$ cat src/rtl/can_err_pkg.sv
// rtl/can_err_pkg.sv - shared types and constants for CAN fault confinement
package can_err_pkg;

    typedef enum logic [1:0] {
        ACTIVE  = 2'd0,
        PASSIVE = 2'd1,
        BUS_OFF = 2'd2
    } err_state_t;

    typedef enum logic [1:0] {
        IDLE       = 2'd0,
        FLAG       = 2'd1,
        DELIM_WAIT = 2'd2,
        DELIM      = 2'd3
    } frame_state_t;

    localparam int TEC_TX_INC    = 8;
    localparam int REC_RX_INC    = 1;
    localparam int REC_RESTORE   = 120;
    localparam int WARN_LIM      = 96;
    localparam int RECESSIVE_RUN = 11;

endpackage

$ cat src/rtl/can_fault_confinement_if.sv
// rtl/can_fault_confinement_if.sv - field-checker/bit-driver bundle; CAN_ERR_WARN_EN adds err_warn
interface can_fault_confinement_if;
    import can_err_pkg::*;

    logic       sp;
    logic       rx_bit;
    logic       tx_mode;
    logic       stf_e_n;
    logic       eof_e_n;
    logic       crc_e_n;
    logic       frm_e_n;
    logic       bit_e_n;
    logic       rx_ok;
    logic       tx_ok;
    logic       tx_drive_n;
    logic       error_n;
    err_state_t err_state;
    logic [8:0] tec;
    logic [7:0] rec;
`ifdef CAN_ERR_WARN_EN
    logic       err_warn;
`endif

    modport master (
`ifdef CAN_ERR_WARN_EN
        input  err_warn,
`endif
        output sp, rx_bit, tx_mode, stf_e_n, eof_e_n, crc_e_n, frm_e_n, bit_e_n, rx_ok, tx_ok,
        input  tx_drive_n, error_n, err_state, tec, rec
    );

    modport slave (
`ifdef CAN_ERR_WARN_EN
        output err_warn,
`endif
        input  sp, rx_bit, tx_mode, stf_e_n, eof_e_n, crc_e_n, frm_e_n, bit_e_n, rx_ok, tx_ok,
        output tx_drive_n, error_n, err_state, tec, rec
    );

endinterface

$ cat src/rtl/can_fault_confinement_busoff_recovery.sv
// rtl/can_fault_confinement_busoff_recovery.sv - counts runs of 11 recessive bits while bus-off
module can_busoff_recovery #(
    parameter int RECOV_SEQ = 128
) (
    input  logic clk,
    input  logic reset_n,
    input  logic sp,
    input  logic rx_bit,
    input  logic enable,
    output logic done
);
    import can_err_pkg::*;

    localparam int RW = $clog2(RECOV_SEQ + 1);

    logic [3:0]    bit_cnt;
    logic [RW-1:0] run_cnt;
    logic          run_end;

    assign run_end = enable && sp && rx_bit && (bit_cnt == 4'(RECESSIVE_RUN - 1));
    assign done    = run_end && (run_cnt == RW'(RECOV_SEQ - 1));

    always_ff @(posedge clk or negedge reset_n) begin
        if (!reset_n) begin
            bit_cnt <= '0;
            run_cnt <= '0;
        end else if (sp) begin
            if (!enable || !rx_bit) begin
                // a dominant bit only breaks the current run; leaving bus-off forgets everything
                bit_cnt <= '0;
                if (!enable) run_cnt <= '0;
            end else if (run_end) begin
                bit_cnt <= '0;
                run_cnt <= done ? '0 : run_cnt + 1'b1;
            end else begin
                bit_cnt <= bit_cnt + 1'b1;
            end
        end
    end

endmodule

$ cat src/rtl/can_fault_confinement.sv
// rtl/can_fault_confinement.sv - CAN error counters, node state and error-frame sequencing; CAN_ERR_WARN_EN adds err_warn
module can_fault_confinement #(
    parameter int FLAG_LEN    = 6,
    parameter int DELIM_LEN   = 8,
    parameter int PASSIVE_LIM = 127,
    parameter int BUSOFF_LIM  = 256,
    parameter int RECOV_SEQ   = 128
) (
    input  logic                    clk,
    input  logic                    reset_n,
    can_fault_confinement_if.slave  bus
);
    import can_err_pkg::*;

    frame_state_t state_q, state_d;
    err_state_t   est_q, est_d;
    logic [3:0]   cnt_q, cnt_d;
    logic         entry_passive_q, entry_passive_d;
    logic [8:0]   tec_q, tec_d;
    logic [7:0]   rec_q, rec_d;
    logic         err_hit, err_evt, bus_off, recov_done;

    assign err_hit = bus.sp && !(&{bus.stf_e_n, bus.eof_e_n, bus.crc_e_n, bus.frm_e_n, bus.bit_e_n});
    assign bus_off = (est_q == BUS_OFF);
    assign err_evt = err_hit && (state_q == IDLE) && !bus_off;

    can_busoff_recovery #(.RECOV_SEQ(RECOV_SEQ)) u_recovery (
        .clk     (clk),
        .reset_n (reset_n),
        .sp      (bus.sp),
        .rx_bit  (bus.rx_bit),
        .enable  (bus_off),
        .done    (recov_done)
    );

    always_comb begin
        tec_d = tec_q;
        rec_d = rec_q;
        if (recov_done) begin
            tec_d = '0;
            rec_d = '0;
        end else if (bus.sp && !bus_off) begin
            if (err_evt) begin
                if (bus.tx_mode)
                    tec_d = (tec_q >= 9'(BUSOFF_LIM - TEC_TX_INC)) ? 9'(BUSOFF_LIM)
                                                                   : tec_q + 9'(TEC_TX_INC);
                else
                    rec_d = (rec_q == 8'hFF) ? rec_q : rec_q + 8'(REC_RX_INC);
            end else if (!err_hit) begin
                if (bus.rx_ok) begin
                    if (rec_q > 8'(PASSIVE_LIM)) rec_d = 8'(REC_RESTORE);
                    else if (rec_q != 8'd0)     rec_d = rec_q - 8'd1;
                end
                if (bus.tx_ok && tec_q != 9'd0) tec_d = tec_q - 9'd1;
            end
        end
    end

    // node state follows the counter values being written, so both land on the same edge
    always_comb begin
        if (recov_done)
            est_d = ACTIVE;
        else if (bus_off || tec_d >= 9'(BUSOFF_LIM))
            est_d = BUS_OFF;
        else if (tec_d > 9'(PASSIVE_LIM) || rec_d > 8'(PASSIVE_LIM))
            est_d = PASSIVE;
        else
            est_d = ACTIVE;
    end

    always_comb begin
        state_d         = state_q;
        cnt_d           = cnt_q;
        entry_passive_d = entry_passive_q;
        if (bus.sp) begin
            if (est_d == BUS_OFF || bus_off) begin
                state_d = IDLE;
                cnt_d   = '0;
            end else begin
                case (state_q)
                    IDLE: if (err_evt) begin
                        state_d         = FLAG;
                        cnt_d           = '0;
                        entry_passive_d = (est_q == PASSIVE);
                    end
                    FLAG: if (cnt_q == 4'(FLAG_LEN - 1)) begin
                        state_d = DELIM_WAIT;
                        cnt_d   = '0;
                    end else begin
                        cnt_d = cnt_q + 4'd1;
                    end
                    // dominant bits here are other nodes' superimposed flags
                    DELIM_WAIT: if (bus.rx_bit) begin
                        state_d = DELIM;
                        cnt_d   = 4'd1;
                    end
                    DELIM: if (!bus.rx_bit) begin
                        state_d = DELIM_WAIT;
                        cnt_d   = '0;
                    end else if (cnt_q == 4'(DELIM_LEN - 1)) begin
                        state_d = IDLE;
                        cnt_d   = '0;
                    end else begin
                        cnt_d = cnt_q + 4'd1;
                    end
                    default: state_d = IDLE;
                endcase
            end
        end
    end

    always_ff @(posedge clk or negedge reset_n) begin
        if (!reset_n) begin
            state_q         <= IDLE;
            est_q           <= ACTIVE;
            cnt_q           <= '0;
            entry_passive_q <= 1'b0;
            tec_q           <= '0;
            rec_q           <= '0;
        end else begin
            state_q         <= state_d;
            est_q           <= est_d;
            cnt_q           <= cnt_d;
            entry_passive_q <= entry_passive_d;
            tec_q           <= tec_d;
            rec_q           <= rec_d;
        end
    end

    assign bus.error_n    = (state_q == IDLE);
    assign bus.tx_drive_n = !((state_q == FLAG) && !entry_passive_q && !bus_off);
    assign bus.err_state  = est_q;
    assign bus.tec        = tec_q;
    assign bus.rec        = rec_q;

`ifdef CAN_ERR_WARN_EN
    logic warn_q;

    always_ff @(posedge clk or negedge reset_n) begin
        if (!reset_n)
            warn_q <= 1'b0;
        else if (bus.sp)
            warn_q <= !recov_done && (tec_d >= 9'(WARN_LIM) || rec_d >= 8'(WARN_LIM));
    end

    assign bus.err_warn = warn_q;
`endif

endmodule

$ cat src/flat_wrapper.sv
// flat-port wrapper written by rule: the top's interface ports become plain ports
module can_fault_confinement_flat import can_err_pkg::*;
#(
    parameter int FLAG_LEN    = 6,
    parameter int DELIM_LEN   = 8,
    parameter int PASSIVE_LIM = 127,
    parameter int BUSOFF_LIM  = 256,
    parameter int RECOV_SEQ   = 128
)
  (clk, reset_n, bus_sp, bus_rx_bit, bus_tx_mode, bus_stf_e_n, bus_eof_e_n, bus_crc_e_n, bus_frm_e_n, bus_bit_e_n, bus_rx_ok, bus_tx_ok, bus_tx_drive_n, bus_error_n, bus_err_state, bus_tec, bus_rec);
  can_fault_confinement_if bus_i ();
  input  logic clk;
  input  logic reset_n;
  input wire logic [$bits(bus_i.sp)-1:0] bus_sp;
  input wire logic [$bits(bus_i.rx_bit)-1:0] bus_rx_bit;
  input wire logic [$bits(bus_i.tx_mode)-1:0] bus_tx_mode;
  input wire logic [$bits(bus_i.stf_e_n)-1:0] bus_stf_e_n;
  input wire logic [$bits(bus_i.eof_e_n)-1:0] bus_eof_e_n;
  input wire logic [$bits(bus_i.crc_e_n)-1:0] bus_crc_e_n;
  input wire logic [$bits(bus_i.frm_e_n)-1:0] bus_frm_e_n;
  input wire logic [$bits(bus_i.bit_e_n)-1:0] bus_bit_e_n;
  input wire logic [$bits(bus_i.rx_ok)-1:0] bus_rx_ok;
  input wire logic [$bits(bus_i.tx_ok)-1:0] bus_tx_ok;
  output wire logic [$bits(bus_i.tx_drive_n)-1:0] bus_tx_drive_n;
  output wire logic [$bits(bus_i.error_n)-1:0] bus_error_n;
  output wire logic [$bits(bus_i.err_state)-1:0] bus_err_state;
  output wire logic [$bits(bus_i.tec)-1:0] bus_tec;
  output wire logic [$bits(bus_i.rec)-1:0] bus_rec;
  assign bus_i.sp = bus_sp;
  assign bus_i.rx_bit = bus_rx_bit;
  assign bus_i.tx_mode = bus_tx_mode;
  assign bus_i.stf_e_n = bus_stf_e_n;
  assign bus_i.eof_e_n = bus_eof_e_n;
  assign bus_i.crc_e_n = bus_crc_e_n;
  assign bus_i.frm_e_n = bus_frm_e_n;
  assign bus_i.bit_e_n = bus_bit_e_n;
  assign bus_i.rx_ok = bus_rx_ok;
  assign bus_i.tx_ok = bus_tx_ok;
  assign bus_tx_drive_n = bus_i.tx_drive_n;
  assign bus_error_n = bus_i.error_n;
  assign bus_err_state = bus_i.err_state;
  assign bus_tec = bus_i.tec;
  assign bus_rec = bus_i.rec;
  can_fault_confinement #(.FLAG_LEN(FLAG_LEN), .DELIM_LEN(DELIM_LEN), .PASSIVE_LIM(PASSIVE_LIM), .BUSOFF_LIM(BUSOFF_LIM), .RECOV_SEQ(RECOV_SEQ)) u_core (.clk(clk), .reset_n(reset_n), .bus(bus_i));
endmodule
$ cat config.mk
export PLATFORM = sky130hd
export DESIGN_NAME = can_fault_confinement_flat
export DESIGN_NICKNAME = d
export VERILOG_FILES = /design/src/rtl/can_err_pkg.sv /design/src/rtl/can_fault_confinement_if.sv /design/src/rtl/can_fault_confinement_busoff_recovery.sv /design/src/rtl/can_fault_confinement.sv /design/src/flat_wrapper.sv
export SDC_FILE = /design/constraint.sdc
export NUM_CORES = 1
export LEC_CHECK = 0
export ABC_AREA = 1
export CORE_MARGIN = 2
export CORE_UTILIZATION = 61
export CTS_CLUSTER_DIAMETER = 30
export DETAILED_ROUTE_END_ITERATION = 6
export HOLD_SLACK_MARGIN = 0.05
export MAX_ROUTING_LAYER = met4
export PLACE_DENSITY_LB_ADDON = 0.1
export SYNTH_ARGS = -nofsm -noshare
export SYNTH_HDL_FRONTEND = slang
export SYNTH_SLANG_ARGS = --single-unit
$ cat constraint.sdc
create_clock -name clk -period 3.06 [get_ports clk]
set_input_delay 0.459 -clock clk [delete_from_list [all_inputs] [get_ports clk]]
set_output_delay 0.459 -clock clk [all_outputs]
set_load 0.05 [all_outputs]
==> impl_summary.log <==
[metrics] Relative slew margins: between 40% and 50%
[metrics] cell family contributing the most delay on the critical path: buffers and inverters
[metrics] max-slew violation count: 0
[metrics] horizontal die dimension: ~73 um
[metrics] MaxCap Viol Count: 0
[metrics] CTS Hold Buffers Added: 0
[metrics] clk buf depth: 2
[metrics] maximum VDD drop: 0.222 mV
[metrics] cell type contributing the most total cell area after synthesis: dfrtp_1
[metrics] slowest library cell on the worst path: clkdlybuf4s50_1
[metrics] total chip power: 0.00118 W
[metrics] Final HPWL DP: 5010 um
[metrics] worst min path class: in2async
[metrics] endpoints failing setup: 0
[metrics] residual antenna-violating net count after detailed routing: 0
[metrics] most frequent CP cell: inv_2
[metrics] number of DRC markers in iteration 0: 328
[metrics] overall overflow remaining after global route: 0
[metrics] row cnt: 24
[metrics] Filler cells: around 380
[metrics] result of the run: finished clean
[metrics] Critical path buffers and inverters: 5
[metrics] final total negative setup slack: 0 ns
[metrics] number of detailed-route iterations in the first pass: 5
[metrics] nature of the critical path endpoint: flip-flop
[metrics] synthesized instance count: 400
[metrics] critical path peak fanout: 13
[metrics] biggest area contributors in the synthesized netlist: dfrtp_1 33%, nand2_1 9.9%, inv_1 6.3%, nand3_1 5.9%, ha_1 5.7%
[metrics] total number of vias: 2,863
[metrics] number of antenna violations at the first check in global routing: 0
[metrics] top library cells by usage in the layout, fill and taps aside: 76 x nand2_1, 48 x inv_1, 39 x nor2_1
[metrics] critical path cell sequence: clkdlybuf4s50_1 -> inv_2 -> nor2_4 -> inv_2 -> nor2_4 -> inv_2 -> nand3_1 -> nand2_2 -> nand2_4 -> nand3_4 -> nand2_4 -> inv_2 -> nand3_1 -> nand2_1
[metrics] unique cell type count in the Yosys netlist: 46
[metrics] CTS tree: yes
[metrics] area of the mapped netlist: 0.00287 mm2
[metrics] leakage power of the design: 1.52 nW
[metrics] GRT Resource Usage Total: 30.4%
[metrics] H-tree lvl count: 2
[metrics] Avg Cell Area, Syn: 7.18 um2
[metrics] Tightest Pin Transition: 0.864 ns
[metrics] Remaining DRCs: 0
[metrics] Net Count, Synth: ~430
[metrics] sequential share of the synthesized area: about a third
[metrics] setup repair bufs after CTS: 0
[metrics] maximum number of pins on one net before global-route repair: 39
[metrics] highest clock frequency the design can meet: 405 MHz
[metrics] root buf cell: clkbuf_8
[metrics] number of I/O port buffers: 32
[metrics] number of clock sinks: 38
[metrics] Clk Latency, worst-skew pair: slightly below 0.3 ns
[metrics] Net count, final: 456
[metrics] detailed-route wire length: 7040 um
[metrics] clock skew after layout: around 0.0037 ns
[metrics] smallest hold slack: 0.259 ns
[metrics] count of synthesis-stage warnings from yosys: 0
[metrics] first-pass GRT wire length: 12,300 um
[metrics] required time reported for the critical path endpoint: 3.25 ns
[metrics] detail-routed via count per cell: 5.92
[metrics] placer's final routability congestion estimate: 0.963
[metrics] final standard cell count with taps included and fillers excluded: between 400 and 500
[metrics] number of synthesized register bits: 38
[metrics] area share of the leading cell type in the synthesized netlist: 33.1%
[metrics] placed cell area: between 0.003 and 0.004 mm2
[metrics] Worst Setup Path Type: in2reg
[metrics] ports placed on the boundary: 33
[metrics] Die Y-Extent: just over 70 um
[metrics] Final Hold Fails: 0
[metrics] layout cells sized above 1: 8.33%
[metrics] final period utilization: about four fifths
[metrics] Period minus WS final: 2.47 ns
[metrics] fin area: 0.00333 mm2
[metrics] diode insertion count for antenna repair: 0
[metrics] most common cell after layout, fill and taps aside: nand2_1
[metrics] core footprint: 0.00444 mm2
[metrics] area of all sequential standard cells: around 950 um2
[metrics] initial core utilization: 64.6%
[metrics] clock transition at the registers of the reported paths: 0.08 ns
[metrics] power density relative to cell area: 355 mW/mm2
[metrics] Worst EP arrival: 2.66 ns
[metrics] wire per inst: 14.5 um
[metrics] TritonCTS buffer count: 5
[metrics] Max stage delay on crit path: 0.67 ns
[metrics] die area: approximately 0.0053 mm2
[metrics] setup repair after global routing missed its margin: false
[metrics] combined area of the multi-input logic cells: 0.00166 mm2
[metrics] Critical Path Start Type: input port
[metrics] Syn-to-layout area delta: 15.9%
[metrics] vias in the first global route: 2,780
[metrics] Post-CTS Resized: 0
[metrics] instance count after placement with tap cells included: 476
[flip-flops by register name, indices dropped and copies added, names as in the netlist]
| name | cells |
|---|---|
| u_core.bus.tec | 9 |
| u_core.bus.err_state | 2 |
| u_core.state_q | 2 |
| u_core.entry_passive_q | 1 |
| u_core.bus.rec | 8 |
| u_core.u_recovery.run_cnt | 8 |
| u_core.u_recovery.bit_cnt | 4 |
| u_core.cnt_q | 4 |
[cells by family (layout without fill, tap and decap cells)]
kind of cell	after synthesis	count (layout)	share of synthesized area, %
flip-flops	38	38	33.1
buffers and inverters	65	97	9.02
XOR/XNOR	8	8	2.44
AND/OR/NAND/NOR	194	194	32.9
AO/OA/AOI/OAI	82	82	16.9
adder cells (fa/ha/maj)	13	13	5.66
[worst paths after layout]
check,from,end,cells past startpoint,slack [ns]
max,bus_sp,u_core.state_q[1]$_DFFE_PN0P_,14,0.59
min,reset_n,u_core.bus.rec[6]$_DFF_PN0_,1,0.26
max reg2reg,u_core.u_recovery.run_cnt[0]$_DFFE_PN0P_,u_core.bus.err_state[0]$_DFF_PN0_,14,0.81
min reg2reg,u_core.u_recovery.run_cnt[1]$_DFFE_PN0P_,u_core.u_recovery.run_cnt[1]$_DFFE_PN0P_,2,0.53
max in group asynchronous,reset_n,u_core.state_q[0]$_DFFE_PN0P_,1,2.25
min in group clk,u_core.u_recovery.run_cnt[1]$_DFFE_PN0P_,u_core.u_recovery.run_cnt[1]$_DFFE_PN0P_,2,0.53
[report_power, final]
part,internal [W],switching (W)
registers,0.000519,0.0000279
clock network,0.000243,0.000195
logic,0.0000696,0.000129
[worst reg2reg max path, stage by stage (launching register included)]
cell	delay, ns
dfrtp_1	0.39
ha_1	0.17
nand2_1	0.06
inv_1	0.07
nand2_1	0.06
nor2_1	0.13
nand2_1	0.12
nor3_4	0.41
inv_2	0.24
o21ai_0	0.13
a21oi_1	0.06
o21ai_1	0.09
inv_1	0.06
nor2_1	0.11
nor2_1	0.05
[metal layers]
| metal | part of all wire (%) | up-vias | GRT usage [%] |
|---|---|---|---|
| li1 | - | 1408 | - |
| met1 | 44 | 1303 | 40.0 |
| met2 | 47 | 133 | 47.2 |
| met3 | 7.0 | 19 | 5.25 |
| met4 | 1.8 | 0 | 11.5 |
| met5 | 0 | - | - |
[Yosys cell counts (all sizes together)]
master	instances
nand2	80
inv	55
nor2	45
dfrtp	38
o21ai	37
nand3	36
a21oi	23
ha	13
nor3	13
nand4	10
o211ai	7
xor2	7
buf	6
nand3b	5
a31oi	4
a211oi	3
clkbuf	3
nor4	2
o2111ai	2
o31ai	2
or2	2
a221oi	1
a311oi	1
a41oi	1
and3	1
clkinv	1
o21bai	1
xnor2	1
[cell type report]
cell class,instances,share of cell area (%)
sequential,38,28.6
timing repair buffer,33,9.70
clock inverter,3,1.35
multi-input combinational,297,49.9
clock buffer,5,2.07
inverter,56,6.43
tap,52,1.95
[per-stage QoR]
stage | util, % | setup WS, ns
6_report | 74.9 | 0.593
3_3_place_gp | 72.4 | 0.372
2_1_floorplan | - | 0.762
3_5_place_dp | 72.4 | 0.331
4_1_cts | 74.9 | 0.628
5_1_grt | 74.9 | 0.423
Note: power is estimated with default switching activity, not from simulation.
